$ cat src/rtl/arbitro_pkg.sv
// Shared types and helpers for the functionality arbiter.
// Latency: n/a (declarations only).
// Backpressure: n/a.
package arbitro_pkg;

   typedef enum logic [1:0] {
      IDLE     = 2'd0,
      RUN      = 2'd1,
      COOLDOWN = 2'd2
   } estado_t;

   localparam logic [2:0] USER_NENHUM = 3'b000;
   localparam logic [2:0] FUNC_NEUTRA = 3'b000;

   // Winning station index for a conflict on the same functionality:
   // higher user code wins; on a tie the station that did not win last time wins.
   function automatic logic maior_prioridade(input logic [2:0] a,
                                             input logic [2:0] b,
                                             input logic       ultimo);
      if (a > b) begin
         return 1'b0;
      end else if (b > a) begin
         return 1'b1;
      end else begin
         return ~ultimo;
      end
   endfunction

endpackage

$ cat src/rtl/arbitro_de_funcionalidade_contador.sv
// Hold-time counter: counts RUN cycles and flags the last cycle of a grant.
// Latency: expiry flag is decoded from the registered count (same cycle).
// Backpressure: none; clear has priority over enable.
module contador_de_retencao #(
   parameter int HOLD_CYCLES = 1000,
   parameter int CNT_W       = $clog2(HOLD_CYCLES + 1)
) (
   input  logic clk_i,
   input  logic rst_i,
   input  logic clr_i,
   input  logic en_i,
   output logic expira_o
);

   logic [CNT_W-1:0] count_q;

   // Count register: cleared by reset or clear, otherwise advances when enabled.
   always_ff @(posedge clk_i) begin
      if (rst_i || clr_i) begin
         count_q <= '0;
      end else if (en_i) begin
         count_q <= count_q + CNT_W'(1);
      end
   end

   assign expira_o = (count_q == CNT_W'(HOLD_CYCLES - 1));

endmodule

$ cat src/rtl/arbitro_de_funcionalidade.sv
// Arbiter sharing the LED/LED-matrix functionalities between two user stations.
// Latency: grants/denials one cycle after the request is sampled; all outputs registered.
// Backpressure: none; requests outside IDLE are ignored. Optional preemption: ARBITRO_PREEMPCAO_EN.
module arbitro_de_funcionalidade
   import arbitro_pkg::*;
#(
   parameter int HOLD_CYCLES = 1000
) (
   input  logic       Clock_i,
   input  logic       Reset_i,
   input  logic       Req0_i,
   input  logic       Req1_i,
   input  logic [2:0] User0_i,
   input  logic [2:0] User1_i,
   input  logic [2:0] Func0_i,
   input  logic [2:0] Func1_i,
   output logic       Grant0_o,
   output logic       Grant1_o,
   output logic [2:0] GrantFunc0_o,
   output logic [2:0] GrantFunc1_o,
   output logic [2:0] UserAtivo_o,
   output logic       Denied0_o,
   output logic       Denied1_o,
   output logic       Busy_o
);

   localparam int CNT_W = $clog2(HOLD_CYCLES + 1);

   estado_t    state_q, state_d;
   logic       grant0_q, grant0_d;
   logic       grant1_q, grant1_d;
   logic [2:0] func0_q, func0_d;
   logic [2:0] func1_q, func1_d;
   logic [2:0] user0_q, user0_d;
   logic [2:0] user1_q, user1_d;
   logic       denied0_q, denied0_d;
   logic       denied1_q, denied1_d;
   logic       ultimo_q, ultimo_d;

   logic       vld0, vld1;
   logic       venc;
   logic       preempt;
   logic       cnt_clr, cnt_en, expira;

   assign vld0 = Req0_i & (User0_i != USER_NENHUM) & (Func0_i != FUNC_NEUTRA);
   assign vld1 = Req1_i & (User1_i != USER_NENHUM) & (Func1_i != FUNC_NEUTRA);

   contador_de_retencao #(
      .HOLD_CYCLES (HOLD_CYCLES),
      .CNT_W       (CNT_W)
   ) u_contador (
      .clk_i    (Clock_i),
      .rst_i    (Reset_i),
      .clr_i    (cnt_clr),
      .en_i     (cnt_en),
      .expira_o (expira)
   );

   // State, grant, latch and pulse registers; reset drops everything without a denial.
   always_ff @(posedge Clock_i) begin
      if (Reset_i) begin
         state_q   <= IDLE;
         grant0_q  <= 1'b0;
         grant1_q  <= 1'b0;
         func0_q   <= FUNC_NEUTRA;
         func1_q   <= FUNC_NEUTRA;
         user0_q   <= USER_NENHUM;
         user1_q   <= USER_NENHUM;
         denied0_q <= 1'b0;
         denied1_q <= 1'b0;
         ultimo_q  <= 1'b1;
      end else begin
         state_q   <= state_d;
         grant0_q  <= grant0_d;
         grant1_q  <= grant1_d;
         func0_q   <= func0_d;
         func1_q   <= func1_d;
         user0_q   <= user0_d;
         user1_q   <= user1_d;
         denied0_q <= denied0_d;
         denied1_q <= denied1_d;
         ultimo_q  <= ultimo_d;
      end
   end

   // Next-state logic: request validation, conflict resolution, hold and release.
   always_comb begin
      state_d   = state_q;
      grant0_d  = grant0_q;
      grant1_d  = grant1_q;
      func0_d   = func0_q;
      func1_d   = func1_q;
      user0_d   = user0_q;
      user1_d   = user1_q;
      denied0_d = 1'b0;
      denied1_d = 1'b0;
      ultimo_d  = ultimo_q;
      venc      = 1'b0;
      preempt   = 1'b0;
      cnt_clr   = 1'b0;
      cnt_en    = 1'b0;

      case (state_q)
         IDLE: begin
            cnt_clr   = 1'b1;
            grant0_d  = 1'b0;
            grant1_d  = 1'b0;
            // A raised but malformed request is refused straight away.
            denied0_d = Req0_i & ~vld0;
            denied1_d = Req1_i & ~vld1;
            if (vld0 && vld1) begin
               state_d = RUN;
               if (Func0_i != Func1_i) begin
                  grant0_d = 1'b1;
                  grant1_d = 1'b1;
                  func0_d  = Func0_i;
                  func1_d  = Func1_i;
                  user0_d  = User0_i;
                  user1_d  = User1_i;
               end else begin
                  venc     = maior_prioridade(User0_i, User1_i, ultimo_q);
                  ultimo_d = venc;
                  if (venc == 1'b0) begin
                     grant0_d  = 1'b1;
                     func0_d   = Func0_i;
                     user0_d   = User0_i;
                     denied1_d = 1'b1;
                  end else begin
                     grant1_d  = 1'b1;
                     func1_d   = Func1_i;
                     user1_d   = User1_i;
                     denied0_d = 1'b1;
                  end
               end
            end else if (vld0) begin
               state_d  = RUN;
               grant0_d = 1'b1;
               func0_d  = Func0_i;
               user0_d  = User0_i;
               ultimo_d = 1'b0;
            end else if (vld1) begin
               state_d  = RUN;
               grant1_d = 1'b1;
               func1_d  = Func1_i;
               user1_d  = User1_i;
               ultimo_d = 1'b1;
            end
         end

         RUN: begin
            cnt_en   = 1'b1;
            // An owner that lets go of its request loses the grant at once.
            grant0_d = grant0_q & Req0_i;
            grant1_d = grant1_q & Req1_i;
`ifdef ARBITRO_PREEMPCAO_EN
            // A sole owner is displaced by a strictly higher user on the same functionality.
            if (grant0_q && !grant1_q && vld1 &&
                (Func1_i == func0_q) && (User1_i > user0_q)) begin
               preempt   = 1'b1;
               grant0_d  = 1'b0;
               grant1_d  = 1'b1;
               func1_d   = Func1_i;
               user1_d   = User1_i;
               denied0_d = 1'b1;
               ultimo_d  = 1'b1;
               cnt_clr   = 1'b1;
            end else if (grant1_q && !grant0_q && vld0 &&
                         (Func0_i == func1_q) && (User0_i > user1_q)) begin
               preempt   = 1'b1;
               grant1_d  = 1'b0;
               grant0_d  = 1'b1;
               func0_d   = Func0_i;
               user0_d   = User0_i;
               denied1_d = 1'b1;
               ultimo_d  = 1'b0;
               cnt_clr   = 1'b1;
            end
`endif
            if (!preempt && (expira || !(grant0_d || grant1_d))) begin
               state_d  = COOLDOWN;
               grant0_d = 1'b0;
               grant1_d = 1'b0;
               cnt_clr  = 1'b1;
            end
         end

         COOLDOWN: begin
            cnt_clr  = 1'b1;
            grant0_d = 1'b0;
            grant1_d = 1'b0;
            state_d  = IDLE;
         end

         default: begin
            cnt_clr  = 1'b1;
            grant0_d = 1'b0;
            grant1_d = 1'b0;
            state_d  = IDLE;
         end
      endcase

      // Latched codes only live as long as their grant.
      if (!grant0_d) begin
         func0_d = FUNC_NEUTRA;
         user0_d = USER_NENHUM;
      end
      if (!grant1_d) begin
         func1_d = FUNC_NEUTRA;
         user1_d = USER_NENHUM;
      end
   end

   // Display code: the lower-priority of the active users, derived from registers only.
   always_comb begin
      UserAtivo_o = USER_NENHUM;
      if (grant0_q && grant1_q) begin
         UserAtivo_o = (user0_q < user1_q) ? user0_q : user1_q;
      end else if (grant0_q) begin
         UserAtivo_o = user0_q;
      end else if (grant1_q) begin
         UserAtivo_o = user1_q;
      end
   end

   assign Grant0_o     = grant0_q;
   assign Grant1_o     = grant1_q;
   assign GrantFunc0_o = func0_q;
   assign GrantFunc1_o = func1_q;
   assign Denied0_o    = denied0_q;
   assign Denied1_o    = denied1_q;
   assign Busy_o       = (state_q != IDLE);

endmodule
$ cat config.mk
export PLATFORM = sky130hd
export DESIGN_NAME = arbitro_de_funcionalidade
export DESIGN_NICKNAME = d
export VERILOG_FILES = /design/src/rtl/arbitro_pkg.sv /design/src/rtl/arbitro_de_funcionalidade_contador.sv /design/src/rtl/arbitro_de_funcionalidade.sv
export SDC_FILE = /design/constraint.sdc
export NUM_CORES = 1
export LEC_CHECK = 0
export ABC_CLOCK_PERIOD_IN_PS = 1590
export BUFFER_PORTS_ARGS = -buffer_cell sky130_fd_sc_hd__buf_2
export CORE_UTILIZATION = 47
export CTS_BUF_LIST = sky130_fd_sc_hd__clkbuf_8 sky130_fd_sc_hd__clkbuf_16
export DETAILED_ROUTE_END_ITERATION = 10
export GPL_ROUTABILITY_DRIVEN = 1
export HOLD_SLACK_MARGIN = 0.06
export PLACE_DENSITY = 0.71
export SLEW_MARGIN = 20
export SYNTH_ARGS = -nofsm -noshare
export SYNTH_HDL_FRONTEND = slang
export SYNTH_SLANG_ARGS = --single-unit
$ cat constraint.sdc
create_clock -name Clock_i -period 1.59 [get_ports Clock_i]
set_input_delay 0.0795 -clock Clock_i [delete_from_list [all_inputs] [get_ports Clock_i]]
set_output_delay 0.0795 -clock Clock_i [all_outputs]
set_load 0.02 [all_outputs]
==> results.md, run 1 <==
- Run status: finished with violations
- Violated checks: setup timing
- Area added between synthesis and finish: 37.3%
- Maximum operating frequency: roughly 600 MHz
- Required time reported for the critical path endpoint: 1.51 ns
- Core utilization of the finished layout: 0.701
- Area of combinational cells with multiple inputs: roughly 900 sq um
- Commonest non-fill, non-tap cells in the layout: 26 x buf_2, 25 x dfxtp_1, 22 x buf_4
- Setup TNS: -0.134 ns
- Slew at the pin with the worst max-slew slack: 0.345 ns
- Setup skew after layout: 0.00926 ns
- R2r setup slk: 0.10 ns
- Clock tree sinks: 29
- Die boundary height: approximately 57 microns
- Quantity of I/O buffers inserted on ports: 29
- Dominant cell type by area after synthesis: dfxtp_1
- Die width: ~57 microns
- LEAKAGE: approximately 0.86 nW
- Initial core utilization: 0.510
- Critical path peak fanout: 3
- Vias after detailed routing: 1350
- Unrepaired setup endpoints after global routing: true
- Overall die area: 3300 sq um
- Number of search-and-repair iterations in the first detailed-routing pass: 4
- Number of primary I/O pins: 30
- Reg2reg start: u_contador.count_q[4]$_SDFFE_PP0P_
- Clock transition at the registers of the reported paths: 0.06 ns
- Final routed DRC violation total: 0
- Fraction of layout instances using a drive strength above 1: 0.417
- Via count of the first global-routing pass: 1390
- Final-report setup violation count: 2
- Capturing element type of the critical path: output pin
- Max-capacitance violation count: 0
- Flip-flop and latch count after synthesis: 29
- Number of inserted diodes: 0
- Share of flip-flops with an asynchronous set or reset after synthesis: 0
- Final net count: ~230
- Core box area: roughly 2800 sq um
- Dominant cells by area after synthesis: dfxtp_1 40%, a22o_1 9.1%, ha_1 5.2%
- Buffer depth of the longest clock path: 2
- Fraction of synthesized cell area taken by the top area cell type: 0.402
- H-Tree Depth: 2
- Mean cell area of the mapped netlist: just under 10 sq um
- Crit path setup slack, layout: -0.0781 ns
- Worst EP arrival: 1.59 ns
- Number of hold-slack violations in the final timing report: 0
- Area occupied by registers: 588 sq um
- Antenna Nets Post-Route: 0
- Power Density: 888 nW/um^2
- Global route total overflow: 0
- Max-Slew Margin vs Limit: 0.769
- Number of placement rows: 19
- Worst Setup Start Kind: register
- Clk root buf: clkbuf_8
- Class of the tightest hold or removal check: input port to register
- Critical Path Source: user0_q[2]$_SDFFE_PP0P_
- Maximum resistive drop on vdd: 793 uV
- Most common cell after layout, fill and taps aside: buf_2
- Cell variety after synth: 37
- Final number of max-transition violations: 0
- Vias per cell: about 5.7
- Dpl hpwl: 2670 microns
- Number of buffers inserted during clock tree synthesis: 5
- Clock latency at the later pin of the worst-skew pair: 0.28 ns
- Post-synth net total: 168
- Share of the yosys chip area belonging to registers: 0.402
- CP Class: register to output pin
- Ys flop type: dfxtp_1
- Maximum number of pins on one net before global-route repair: 11
- Yosys Warn Count: 0
- Number of flops mapped to enable cells by yosys: 0
- Count of routing violations after the opening detailed-route iteration: 38
- Total routed wirelength: 3450 microns
- Synthesized netlist cell count: 146
- CTS tree: done
- Overall power consumption: around 0.0018 W
- Routed WL per cell: 14.7 microns
- Summed instance area of the synthesized netlist: roughly 1400 sq um
- First-pass GRT wire length: 5980 microns
- Startpoint of the worst hold path: Func0_i[2]
- Ratio of final minimum period to clock period: 1.05
- FILL cells: between 200 and 250
- GRT Total Usage: 0.239
- Number of antenna violations at the first check in global routing: 0
- Time the worst path needs with I/O delays and setup: about 1.7 ns
- Routability Congestion: roughly 0.84
==> worst max-delay path: stages, from the launching register on <==
cell	delay, ns
dfxtp_4	0.36
ha_4	0.25
a21oi_4	0.13
buf_6	0.12
a31oi_2	0.09
a22o_1	0.23
buf_6	0.13
==> state kept, by name, indices dropped and copies added, names as in the netlist <==
name,count
Denied0_o,1
Denied1_o,1
Grant0_o,1
Grant1_o,1
GrantFunc0_o,3
GrantFunc1_o,3
state_q,2
u_contador.count_q,10
ultimo_q,1
user0_q,3
user1_q,3
==> where the power goes <==
group          internal [W]  switching, W  total [W]
registers          0.000754     0.0000242   0.000779
clock network      0.000390      0.000276   0.000667
logic              0.000151      0.000165   0.000316
==> Yosys cell counts, types with 2 or more instances <==
library cell,n
dfxtp_1,29
nor2_1,17
a22o_1,15
inv_1,8
nand2_1,7
nand4_1,7
ha_1,6
xnor2_1,6
xor2_1,5
and3_1,4
nand3_1,4
a21oi_1,3
a31oi_1,2
clkbuf_1,2
mux2i_1,2
nor2b_1,2
nor3_1,2
o211ai_1,2
o21ai_0,2
o311ai_4,2
or2_1,2
or3_4,2
==> metrics by stage <==
| step | cells | hold WS (ns) | setup slack, ns | instance area, sq um |
|---|---|---|---|---|
| 3_5_place_dp | 224 | 0.313 | -0.0644 | 1770 |
| 4_1_cts | 234 | 0.0647 | -0.105 | 1950 |
| 2_1_floorplan | 146 | 0.149 | 0.0507 | 1440 |
| 3_3_place_gp | 224 | 0.315 | 0.0215 | 1770 |
| 5_1_grt | 235 | 0.0710 | -0.179 | 1980 |
| 6_report | 235 | 0.0674 | -0.0781 | 1980 |
==> timing repair <==
action,CTS,global route
setup endpoints to repair,3,16
endpoints found under the hold margin,2,0
setup buffers,0,1
hold buffers,2,0
resized for setup,17,8
pin swaps,7,9
==> final cells by class <==
cell class	instances	share of cell area
timing repair buffer	53	0.176
multi-input combinational	106	0.442
tap	31	0.0196
clock buffer	7	0.0486
inverter	8	0.0151
sequential	29	0.297
clock inverter	1	0.00252
==> layer usage <==
layer	vias to the layer above	global-route usage	part of all wire	wire, microns
met5	-	0	0	0
met1	655	0.270	0.41	1410
met4	0	0.0941	0.018	63
met3	9	0.0726	0.044	153
met2	34	0.417	0.53	1820
li1	652	-	-	-
==> kinds of logic (layout without fill, tap and decap cells) <==
logic type               Yosys count  after routing  synth area share
XOR/XNOR                          11             11            0.0667
AND/OR/NAND/NOR                   52             52             0.205
buffers and inverters             11             69            0.0295
multiplexers                       2              2            0.0139
flip-flops                        29             29             0.402
adder cells (fa/ha/maj)            6              6            0.0520
AO/OA/AOI/OAI                     35             35             0.231
==> worst paths after layout <==
path                                   to  cells after the start
max                        UserAtivo_o[0]                      6
min          GrantFunc0_o[2]$_SDFFE_PP0P_                      2
max reg2reg           Grant0_o$_SDFF_PP0_                      5
min reg2reg  GrantFunc0_o[2]$_SDFFE_PP0P_                      1
Power figures use the tool's default switching activity.
==> run 2: changes to the inputs <==
Settings changed: GPL_TIMING_DRIVEN set to 0.
==> run 2 against run 1 <==
  * The run still ends with setup timing left
  * Register-to-register slack lost 0.02 ns
  * Global-route usage rose by 0.17 points
  * Combinational power shrank 8.9%
  * Power decreased by 6.2%
  * Critical path depth did not move
  * Non-clock buffer count decreased by 18
  * Design area is 7.9% lower
  * Highest routed layer unchanged
==> results.md, run 2 (synthesis gave the netlist of run 1 again) <==
- Power Density: 904 nW/um^2
- Final routed DRC violation total: 0
- Cell count of the worst hold path: 2
- Number of flip-flops under the largest register name: 10
- H-Tree Depth: 2
- Vias per cell: around 6
- Violated checks: setup timing
- Buffer depth of the longest clock path: 2
- Startpoint of the worst hold path: Func1_i[0]
- LEAKAGE: 0.751 nW
- Global route total overflow: 0
- Maximum operating frequency: 578 MHz
- Count of routing violations after the opening detailed-route iteration: 42
- CTS tree: done
- Overall die area: 3300 sq um
- Most common cell after layout, fill and taps aside: buf_2
- Fraction of layout instances using a drive strength above 1: 0.366
- Final-report setup violation count: 3
- Final Instance Area: about 1800 sq um
- Commonest non-fill, non-tap cells in the layout: 28 x buf_2, 23 x dfxtp_1, 17 x nor2_1
- Area added between synthesis and finish: 26.5%
- Crit path setup slack, layout: -0.139 ns
- Class of the tightest hold or removal check: input port to register
- Unrepaired setup endpoints after global routing: true
- Core utilization of the finished layout: 0.646
- Vias after detailed routing: 1280
- CP Class: register to output pin
- Antenna Nets Post-Route: 0
- Max-Slew Margin vs Limit: 0.698
- Core box area: between 2000 and 3000 sq um
- Clock transition at the registers of the reported paths: 0.07 ns
- Dpl hpwl: 2470 microns
- Critical path peak fanout: 2
- Clk root buf: clkbuf_8
- Number of primary I/O pins: 30
- Maximum number of pins on one net before global-route repair: 11
- Reg2reg start: u_contador.count_q[0]$_SDFFE_PP0P_
- Worst path top cell family by delay: compound AO/OA/AOI/OAI gates
- GRT Total Usage: 0.240
- Number of placement rows: 19
- Quantity of I/O buffers inserted on ports: 29
- Routability Congestion: ~0.87
- Number of inserted diodes: 0
- Buf+Inv Stages, Crit Path: 2
- Setup skew after layout: 0.00843 ns
- Worst EP arrival: 1.65 ns
- Post-detailed-placement cell area: 1630 sq um
- Clock latency at the later pin of the worst-skew pair: about 0.28 ns
- Final number of max-transition violations: 0
- Routed WL per cell: 15.8 microns
- Worst Setup Start Kind: register
- Maximum resistive drop on vdd: 691 uV
- Number of hold-slack violations in the final timing report: 0
- Via count of the first global-routing pass: 1283
- Number of search-and-repair iterations in the first detailed-routing pass: 4
- Largest Register: u_contador.count_q
- Initial core utilization: 0.510
- CP max-delay cell: dfxtp_2
- First-pass GRT wire length: slightly above 6000 microns
- Critical Path Stages: 6
- Crit-path cells: inv_2 -> ha_4 -> o211ai_1 -> a31oi_1 -> a22o_1 -> buf_6
- Capturing element type of the critical path: output pin
- Die width: roughly 57 microns
- Ratio of final minimum period to clock period: 1.09
- Worst-case reg-to-reg path depth: 5
- Max stage delay on crit path: around 0.35 ns
- Overall power consumption: approximately 0.0017 W
- Max-capacitance violation count: 0
- Slew at the pin with the worst max-slew slack: around 0.45 ns
- Die boundary height: 57.4 microns
- Run status: finished with violations
- Clock tree sinks: 29
- Total routed wirelength: 3430 microns
- Required time reported for the critical path endpoint: 1.51 ns
- Time the worst path needs with I/O delays and setup: 1.73 ns
- Pre-CTS WS: -0.227 ns
- Final net count: slightly above 200
- Number of antenna violations at the first check in global routing: 0
- Hold Slack: 0.0618 ns
- Number of buffers inserted during clock tree synthesis: 5
- Critical Path Source: user1_q[2]$_SDFFE_PP0P_
## run 2: cell types whose count changed in the layout (fill, tap and decap cells not counted), moves of 2 or more
cell and delta:
buf_4 -18, clkbuf_8 -2, dfxtp_1 -2, buf_2 +2
## run 2: repair_timing
action,4_1_cts,5_1_grt
gates resized for setup,17,9
setup buffers,3,1
hold buffers,1,0
hold endpoints to repair,1,0
endpoints found under the setup margin,17,18
pin swaps,7,6
## run 2: per-layer routing
metal / vias up / global-route usage / routed length, microns
met1: 619 / 0.268 / 1360
met5: - / 0 / 0
met4: 0 / 0.101 / 65
li1: 615 / - / -
met2: 39 / 0.440 / 1870
met3: 7 / 0.0476 / 134
## run 2: worst reg2reg max path, stage by stage, from the launching register on
cell and delay (ns):
dfxtp_4 0.37, ha_4 0.15, nand4_1 0.11, o211a_1 0.28
and4b_2 0.28, or2_1 0.21
## run 2: worst paths after layout
kind / end / slack, ns
setup / recovery: UserAtivo_o[0] / -0.14
hold / removal: GrantFunc1_o[0]$_SDFFE_PP0P_ / 0.06
setup reg to reg: Grant1_o$_SDFF_PP0_ / 0.08
hold reg to reg: u_contador.count_q[0]$_SDFFE_PP0P_ / 0.45
## run 2: power by group
group          leakage, nW  internal [W]  switching (W)
sequential           0.239      0.000752      0.0000242
combinational        0.468      0.000125       0.000163
clock               0.0439      0.000301       0.000287
total                0.751       0.00118       0.000474
## run 2: area by class of cell
cell class | instances | area, sq um
fillers | 222 | 1000
flip-flops and latches | 29 | 593
repair buffers | 34 | 198
inverters | 8 | 30.0
multi-input cells | 106 | 876
clock buffers | 5 | 68.8
well taps | 31 | 38.8
clock inverters | 3 | 17.5
plain buffers | 1 | 5.00
## run 2: per-stage QoR
stage | cells | TNS [ns]
2_1_floorplan | 146 | 0
3_3_place_gp | 206 | -1.48
3_5_place_dp | 206 | -2.72
4_1_cts | 216 | -0.172
5_1_grt | 217 | -0.517
6_report | 217 | -0.321
